===== src/rtl/flr_pkg.sv =====
// Shared types for the FLR sequencer: per-PF and write-side state encodings.
package flr_pkg;

   localparam int FLR_NUM_PF = 4;

   typedef enum logic [2:0] {
      PF_IDLE,
      PF_RESET,
      PF_DRAIN,
      PF_PEND,
      PF_ACK
   } pf_state_t;

   typedef enum logic [1:0] {
      W_IDLE,
      W_ISSUE,
      W_WAIT
   } wr_state_t;

endpackage


===== src/rtl/flr_pf_tracker.sv =====
// One PF's FLR lifecycle: rising-edge detect, minimum reset hold, drain wait,
// then pending/acknowledged until the PCIe core drops the FLR level.
module flr_pf_tracker
   import flr_pkg::*;
#(
   parameter int MIN_RST_CYCLES = 16
) (
   input  logic      clk,
   input  logic      srst,
   input  logic      flr_active,
   input  logic      quiesced,
   input  logic      accept,
   output pf_state_t state,
   output logic      pf_reset
);

   localparam int            CW       = $clog2(MIN_RST_CYCLES);
   localparam logic [CW-1:0] CNT_LAST = CW'(MIN_RST_CYCLES - 1);

   pf_state_t     state_reg, state_next;
   logic [CW-1:0] cnt_reg, cnt_next;
   logic          flr_prev_reg;
   logic          armed_reg;
   logic          pf_reset_reg;
   logic          flr_rise;

   // armed_reg masks the first cycle after reset so a level already high is not taken as an edge
   assign flr_rise = armed_reg && flr_active && !flr_prev_reg;

   always_comb begin
      state_next = state_reg;
      cnt_next   = cnt_reg;
      case (state_reg)
         PF_IDLE: begin
            if (flr_rise) begin
               state_next = PF_RESET;
               cnt_next   = '0;
            end
         end
         PF_RESET: begin
            if (!flr_active)              state_next = PF_IDLE;
            else if (cnt_reg == CNT_LAST) state_next = PF_DRAIN;
            else                          cnt_next   = cnt_reg + 1'b1;
         end
         PF_DRAIN: begin
            if (!flr_active)   state_next = PF_IDLE;
            else if (quiesced) state_next = PF_PEND;
         end
         PF_PEND: begin
            if (!flr_active)   state_next = PF_IDLE;
            else if (accept)   state_next = PF_ACK;
         end
         PF_ACK: begin
            if (!flr_active)   state_next = PF_IDLE;
         end
         default: state_next = PF_IDLE;
      endcase
   end

   always_ff @(posedge clk) begin
      if (srst) begin
         state_reg    <= PF_IDLE;
         cnt_reg      <= '0;
         flr_prev_reg <= 1'b0;
         armed_reg    <= 1'b0;
         pf_reset_reg <= 1'b0;
      end else begin
         state_reg    <= state_next;
         cnt_reg      <= cnt_next;
         flr_prev_reg <= flr_active;
         armed_reg    <= 1'b1;
         pf_reset_reg <= (state_next != PF_IDLE);
      end
   end

   assign state    = state_reg;
   assign pf_reset = pf_reset_reg;

endmodule


===== src/rtl/flr_sequencer.sv =====
// FLR sequencer top: per-PF trackers plus the write FSM that snapshots the done
// vector, pulses the responder enable and handles timeout/retry and sticky errors.
module flr_sequencer
   import flr_pkg::*;
#(
   parameter int NUM_PF         = FLR_NUM_PF,
   parameter int MIN_RST_CYCLES = 16,
   parameter int TIMEOUT_CYCLES = 1024,
   parameter int MAX_RETRY      = 3
) (
   input  logic              i_clk,
   input  logic              i_reset,
   input  logic [NUM_PF-1:0] i_flr_pf_active,
   input  logic [NUM_PF-1:0] i_pf_quiesced,
   output logic [NUM_PF-1:0] o_pf_reset,
   output logic              o_enable,
   output logic [NUM_PF-1:0] o_flr_pf_done,
   input  logic              i_written_valid,
   input  logic              i_wr_error,
   output logic              o_busy,
   output logic              o_wr_error,
   output logic              o_timeout_error
);

   localparam int            TW       = $clog2(TIMEOUT_CYCLES);
   localparam int            RW       = (MAX_RETRY > 0) ? $clog2(MAX_RETRY + 1) : 1;
   localparam logic [TW-1:0] TMR_LAST = TW'(TIMEOUT_CYCLES - 1);
   localparam logic [RW-1:0] RTY_MAX  = RW'(MAX_RETRY);

   pf_state_t         pf_state [NUM_PF];
   logic [NUM_PF-1:0] pend_vec, ack_vec, idle_vec, accept;

   generate
      for (genvar gi = 0; gi < NUM_PF; gi++) begin : g_pf
         flr_pf_tracker #(
            .MIN_RST_CYCLES (MIN_RST_CYCLES)
         ) u_tracker (
            .clk        (i_clk),
            .srst       (i_reset),
            .flr_active (i_flr_pf_active[gi]),
            .quiesced   (i_pf_quiesced[gi]),
            .accept     (accept[gi]),
            .state      (pf_state[gi]),
            .pf_reset   (o_pf_reset[gi])
         );
         assign pend_vec[gi] = (pf_state[gi] == PF_PEND);
         assign ack_vec[gi]  = (pf_state[gi] == PF_ACK);
         assign idle_vec[gi] = (pf_state[gi] == PF_IDLE);
      end
   endgenerate

   wr_state_t         wr_state_reg, wr_state_next;
   logic              enable_reg, enable_next;
   logic [NUM_PF-1:0] done_reg, done_next;
   logic [NUM_PF-1:0] snap_reg, snap_next;
   logic [TW-1:0]     timer_reg, timer_next;
   logic [RW-1:0]     retry_reg, retry_next;
   logic              timeout_error_reg, timeout_error_next;
   logic              wr_error_reg;

   // snap_reg holds only the PEND bits of the snapshot, so only those are promoted on completion.
   // Once the timeout error is raised, no further writes are started until reset.
   always_comb begin
      wr_state_next     = wr_state_reg;
      enable_next       = 1'b0;
      done_next         = done_reg;
      snap_next         = snap_reg;
      timer_next        = timer_reg;
      retry_next        = retry_reg;
      timeout_error_next = timeout_error_reg;
      accept            = '0;
      case (wr_state_reg)
         W_IDLE: begin
            if ((|pend_vec) && !timeout_error_reg) begin
               wr_state_next = W_ISSUE;
               enable_next   = 1'b1;
               done_next     = pend_vec | ack_vec;
               snap_next     = pend_vec;
            end
         end
         W_ISSUE: begin
            timer_next    = '0;
            wr_state_next = W_WAIT;
         end
         W_WAIT: begin
            if (i_written_valid) begin
               wr_state_next = W_IDLE;
               accept        = snap_reg;
               retry_next    = '0;
            end else if (timer_reg == TMR_LAST) begin
               if (retry_reg < RTY_MAX) begin
                  retry_next    = retry_reg + 1'b1;
                  enable_next   = 1'b1;
                  wr_state_next = W_ISSUE;
               end else begin
                  timeout_error_next = 1'b1;
                  retry_next         = '0;
                  wr_state_next      = W_IDLE;
               end
            end else begin
               timer_next = timer_reg + 1'b1;
            end
         end
         default: wr_state_next = W_IDLE;
      endcase
   end

   always_ff @(posedge i_clk) begin
      if (i_reset) begin
         wr_state_reg      <= W_IDLE;
         enable_reg        <= 1'b0;
         done_reg          <= '0;
         snap_reg          <= '0;
         timer_reg         <= '0;
         retry_reg         <= '0;
         timeout_error_reg <= 1'b0;
         wr_error_reg      <= 1'b0;
      end else begin
         wr_state_reg      <= wr_state_next;
         enable_reg        <= enable_next;
         done_reg          <= done_next;
         snap_reg          <= snap_next;
         timer_reg         <= timer_next;
         retry_reg         <= retry_next;
         timeout_error_reg <= timeout_error_next;
         wr_error_reg      <= wr_error_reg | i_wr_error;
      end
   end

   assign o_enable        = enable_reg;
   assign o_flr_pf_done   = done_reg;
   assign o_busy          = (wr_state_reg != W_IDLE) || !(&idle_vec);
   assign o_wr_error      = wr_error_reg;
   assign o_timeout_error = timeout_error_reg;

endmodule


===== config.mk =====
export PLATFORM = sky130hd
export DESIGN_NAME = flr_sequencer
export DESIGN_NICKNAME = d
export VERILOG_FILES = /design/src/rtl/flr_pkg.sv /design/src/rtl/flr_pf_tracker.sv /design/src/rtl/flr_sequencer.sv
export SDC_FILE = /design/constraint.sdc
export NUM_CORES = 1
export LEC_CHECK = 0
export ABC_AREA = 1
export ABC_CLOCK_PERIOD_IN_PS = 1800
export CELL_PAD_IN_SITES_DETAIL_PLACEMENT = 2
export CELL_PAD_IN_SITES_GLOBAL_PLACEMENT = 2
export CORE_ASPECT_RATIO = 0.75
export CORE_MARGIN = 3
export CORE_UTILIZATION = 32
export DETAILED_ROUTE_END_ITERATION = 12
export GPL_TIMING_DRIVEN = 0
export PLACE_DENSITY = 0.86
export SLEW_MARGIN = 15
export SYNTH_ARGS = -nofsm -noshare
export SYNTH_HDL_FRONTEND = slang
export SYNTH_SLANG_ARGS = --single-unit

===== constraint.sdc =====
create_clock -name i_clk -period 1.8 [get_ports i_clk]
set_input_delay 0.36 -clock i_clk [delete_from_list [all_inputs] [get_ports i_clk]]
set_output_delay 0.36 -clock i_clk [all_outputs]
set_load 0.05 [all_outputs]

== Word level (Yosys, flattened, before mapping) ==
Cells that the tools add are included.

* Register bits after elaboration: 62
* Logic and storage cells: 189

* $add $sub $neg: 6
* $lt $le $gt $ge: 1
* Eq/ne operators: 39
* Multiplexer cells: 71
* Bitwise operators: 4
* Reductions and logical operators: 43

{| class="wikitable"
|+ Operator list
! operator !! number
|-
| two-way mux 3 bit || 32
|-
| one-hot mux 3 bit (5 select lines) || 4
|-
| two-way mux 4 bit || 14
|-
| one-hot mux 4 bit (2 select lines) || 4
|-
| == test 3 x 2 -> 1 bit, second input constant || 8
|-
| AND reduction 4 bit || 6
|-
| inequality test 2 bit, second input constant || 11
|-
| two-way mux 10 bit || 2
|-
| one-hot mux 10 bit (2 select lines) || 1
|-
| adder 4 x 1 -> 4 bit, second input constant || 4
|-
| == test 4 bit, second input constant || 4
|-
| nonzero test 2 bit || 7
|-
| == test 3 x 1 -> 1 bit, second input constant || 4
|-
| == test 3 bit, second input constant || 4
|-
| logical NOT 3 bit || 4
|-
| two-way mux 2 bit || 6
|-
| nonzero test 3 bit || 4
|-
| adder 10 x 1 -> 10 bit, second input constant || 1
|-
| == test 10 bit, second input constant || 1
|-
| logical AND 1 bit || 9
|-
| inequality test 2 x 1 -> 1 bit, second input constant || 4
|-
| logical NOT 1 bit || 6
|-
| two-way mux 1 bit || 6
|-
| one-hot mux 2 bit (3 select lines) || 1
|-
| other kinds (14) || 17
|}

== Longest topological paths before layout ==
* Depth in word-level cells: 6
* Mapped depth: 10
* Mapped depth without buffers: 10

== Cells and area by module ==
A second synthesis with hierarchy kept.

* Cells, all modules: 502
* Area, all modules: 3400.8 um^2

{| class="wikitable"
|+ By module, submodules not included
! module !! instances !! cells an instance !! area an instance (um^2) !! sequential area each (um^2)
|-
| flr_pf_tracker at g_pf[0].u_tracker ... || 3 || 70 || 498.0 || 200.2
|-
| flr_sequencer || 1 || 222 || 1420.1 || 500.5
|-
| flr_pf_tracker at g_pf[1].u_tracker || 1 || 70 || 486.7 || 200.2
|}

== Worst setup path after synthesis ==
No wires, ideal clock.

* Kind: reg-to-output
* Start: register wr_state_reg[1]
* End: output o_busy
* Data arrival time: 1232 ps
* Path slack: 208 ps
* Cell stages (with the launch flop): 3
* Buffers on the path: 0
* Path through: dfxtp_1 nor2_1 nand4_1

* Cells in the longest elaborated chain, start to end: 2

{| class="wikitable"
|+ Ends and longest elaborated chain
! element !! line !! text
|-
| start, declared || flr_sequencer.sv:52 || <nowiki>wr_state_t wr_state_reg, wr_state_next;</nowiki>
|-
| start signal, assigned || flr_sequencer.sv:119 || <nowiki>wr_state_reg <= wr_state_next;</nowiki>
|-
| nonzero test 2 bit || flr_sequencer.sv:132 || <nowiki>assign o_busy = (wr_state_reg != W_IDLE) || !(&idle_vec);</nowiki>
|-
| logical OR 1 bit || flr_sequencer.sv:132 ||
|-
| end, declared || flr_sequencer.sv:20 || <nowiki>output logic o_busy,</nowiki>
|}

No other way between the ends.

== Worst setup path in the final report ==
* Start: register g_pf[3].u_tracker.state_reg[1]
* End: output o_busy

* Cells in the longest elaborated chain, start to end: 4

{| class="wikitable"
|+ Ends and longest elaborated chain
! element !! line !! text
|-
| start, declared || flr_pf_tracker.sv:20 || <nowiki>pf_state_t state_reg, state_next;</nowiki>
|-
| start signal, assigned || flr_pf_tracker.sv:68 || <nowiki>state_reg <= state_next;</nowiki>
|-
| logical NOT 3 bit || flr_sequencer.sv:48 || <nowiki>assign idle_vec[gi] = (pf_state[gi] == PF_IDLE);</nowiki>
|-
| AND reduction 4 bit || flr_sequencer.sv:132 ||
|-
| logical NOT 1 bit || flr_sequencer.sv:132 ||
|-
| logical OR 1 bit || flr_sequencer.sv:132 ||
|}

No other way between the ends.

==> results.tsv <==
metric	value	unit
Setup crit end kind	primary output	
Die H	94.04	microns
Worst-Margin Slew	0.5635	ns
DR WL/cell	18.73	microns
CTS Hold Bufs	0	
Max-slew headroom	62.43	%
share of layout cells above drive strength 1	12.16	%
Synth async-reset ratio	0	%
RR Endpoint	timer_reg[5]$_SDFFE_PP0P_	
largest net degree at the start of global routing	11	
post-detail-place hpwl	8427	microns
max reg flops	16	
violated checks	negative setup slack	
switching pwr	0.8358	mW
ys flop type	dfxtp_1	
Sequential Power Share	39.1	%
biggest area consumer among synthesized cells	dfxtp_1	
R2R setup slack	0.10	ns
family with the most delay on the worst path	simple AND/OR/NAND/NOR gates	
Setup crit start	g_pf[3].u_tracker.state[1]$_SDFF_PP0_	
Area contributors post-synth	dfxtp_1 (38%), nand2_1 (16%), nor2_1 (10%)	
Port Buffers	23	
Root Buffer Master	clkbuf_16	
synth warn	0	
Total GRT Usage	22.46	%
Syn Inst Count	509	
clock network power share	54.3	%
synth unique cells	33	
fin util	41.85	%
fmax	0.5519	GHz
Crit Path Max Fanout	4	
final worst-path cycle share	100.7	%
Final Skew	0.009485	ns
Cell Rows	31	
total number of vias	3442	
Inserted Diodes	0	
Post-Syn Nets	527	
Mapped Area	0.003307	sq mm
PwrDens	882.3	mW/mm^2
fin crit period	1.812	ns
R2R cell count	8	
Leak	1.927	nW
cell area after layout	0.004123	sq mm
CP bufs+invs	1	
GP Congestion	0.8197	
Pint	2.802	mW
Initial Util	33.57	%
Reg-to-Reg Start	timer_reg[0]$_SDFFE_PP0P_	
PnR worst setup slack	-0.01197	ns
nets	564	
CP cell instances	nor2_4 > nand2_4 > nor3_4 > nand4_1 > buf_6	
Worst Path Arrival	1.45	ns
Worst setup SP type	flop	
#FFs+latches synth	62	
Sw Share	22.98	%
drc violations	0	
Max clock buf depth	2	
drt via density	5.040	
core area	0.009852	sq mm
antenna violations before repair	0	
final WL	12800	microns
clock sink total	62	
maxcap violations	0	
H-tree levels	3	
Commonest cells post-synth	nand2_1 (142), nor2_1 (88), inv_1 (71), dfxtp_1 (62), nand3_1 (33)	
CTS tree	built	
overall power	3.638	mW
outcome	complete, but fails checks	
Area Growth Syn to Fin	24.67	%
worst skew pair latency	0.34	ns
RSZ-0062 raised after global routing	yes	
drt initial violations	87	
Crit path largest cell delay	0.35	ns
Worst Setup EP	o_busy	
I/O pin total	24	
post-synth top area share	37.53	%
EDFF count, synth	0	
Crit path depth	5	
final count of hold timing violations	0	
kind of critical path	reg2out	
GRT overflow	0	
Mapped Avg Cell Area	6.497	sq um
number of fill cells in the layout	1200	
sequential share of the synthesized area	37.53	%
slowest stage cell, crit path	dfxtp_2	
number of global-route vias before repair	3851	
Final Max Slew Viols	0	
antenna viol nets, final	0	
Clock Pin Slew Worst Setup and Hold Paths	0.06	ns
dpl ws	-0.4518	ns
TritonCTS buffer count	9	
Die ar.	0.01160	sq mm
HP Class	reg2reg	
Die X	123.4	microns
VDD IR-drop max	579.0	uV
placed inst area	0.003702	sq mm
first-pass GRT wire length	20010	microns
combinational share of power	6.6	%
Critical Path RT	1.44	ns
most common cell in the netlist	nand2_1	
DRT Pass-1 Iters	4	
Setup Viol. Count Final	1	
[tightest hold or removal path, delay by kind of cell (launching register included)]
family / cells / cell delay [ns]
AOI/OAI and AO/OA: 1 / 0.06
buffers and inverters: 1 / 0.06
DFF: 1 / 0.33
[stage by stage]
| step | setup TNS [ns] | hold slack [ns] | cells |
|---|---|---|---|
| floorplan | 0 | 0.4439 | 509 |
| global placement | -13.09 | 0.4535 | 664 |
| detailed placement | -15.33 | 0.4772 | 664 |
| CTS | -0.08020 | 0.4947 | 680 |
| global route | -0.1140 | 0.5243 | 683 |
| finish | -0.01197 | 0.4904 | 683 |
[cells in the final DEF (no fill, tap or decap), types with 3 or more instances in the layout]
cell type	count
nand2_1	140
nor2_1	80
inv_1	70
dfxtp_1	55
nand3_1	33
a21oi_1	32
nand4_1	12
o21ai_0	12
dlygate4sd2_1	12
clkdlybuf4s50_1	10
clkbuf_16	9
buf_4	8
dfxtp_2	7
nor2_2	6
nor2_4	5
o21bai_1	5
xor2_1	5
ha_1	5
inv_2	4
clkbuf_2	3
nand2_4	3
nand3_4	3
clkbuf_8	3
[cell type report]
cell class,instances,area (sq um),area share (%)
Clock inverter,3,65.06,1.578
Multi-Input combinational cell,359,1754,42.55
Inverter,75,281.5,6.829
Timing Repair Buffer,26,239.0,5.797
Buffer,13,97.59,2.367
Tap cell,132,165.2,4.006
Clock buffer,13,270.3,6.555
Sequential cell,62,1250,30.32
[worst min path at each step]
| stage | slack (ns) | end | from | depth (start not counted) |
|---|---|---|---|---|
| detailed placement | 0.48 | timer_reg[7]$_SDFFE_PP0P_ | timer_reg[7]$_SDFFE_PP0P_ | 2 |
| global route | 0.52 | timer_reg[7]$_SDFFE_PP0P_ | timer_reg[7]$_SDFFE_PP0P_ | 2 |
| floorplan | 0.44 | g_pf[1].u_tracker.flr_prev_reg$_SDFF_PP0_ | i_reset | 1 |
| finish | 0.49 | timer_reg[7]$_SDFFE_PP0P_ | timer_reg[7]$_SDFFE_PP0P_ | 2 |
| CTS | 0.49 | timer_reg[7]$_SDFFE_PP0P_ | timer_reg[7]$_SDFFE_PP0P_ | 2 |
| global placement | 0.45 | o_wr_error$_SDFF_PP0_ | o_wr_error$_SDFF_PP0_ | 2 |
[power groups by stage]
stage               Sequential, mW  Combinational [mW]  Clock [mW]
floorplan                     1.45               0.132           0
global placement              1.45               0.216           0
detailed placement            1.45               0.228           0
CTS                           1.42               0.237        2.01
global route                  1.42               0.265        2.08
finish                        1.42               0.240        1.98
[routing by layer]
| layer | wire length, microns | global-route usage [%] |
|---|---|---|
| met5 | 0 | 0 |
| met4 | 267 | 6.636 |
| met1 | 5689 | 27.13 |
| met2 | 6479 | 40.21 |
| met3 | 359 | 4.335 |
[repair_timing]
item | CTS | global route
resized for setup | 28 | 22
setup buffers | 0 | 3
pin swaps | 1 | 5
endpoints found under the setup margin | 39 | 20
gates cloned | 0 | 0
[cells by family after synthesis]
logic type,share of synthesized area (%)
AND/OR/NAND/NOR,38.14
buffers and inverters,11.35
flip-flops,37.53
AO/OA/AOI/OAI,9.118
XOR/XNOR,1.589
adder cells (fa/ha/maj),2.270
(Power assumes the default switching activity.)
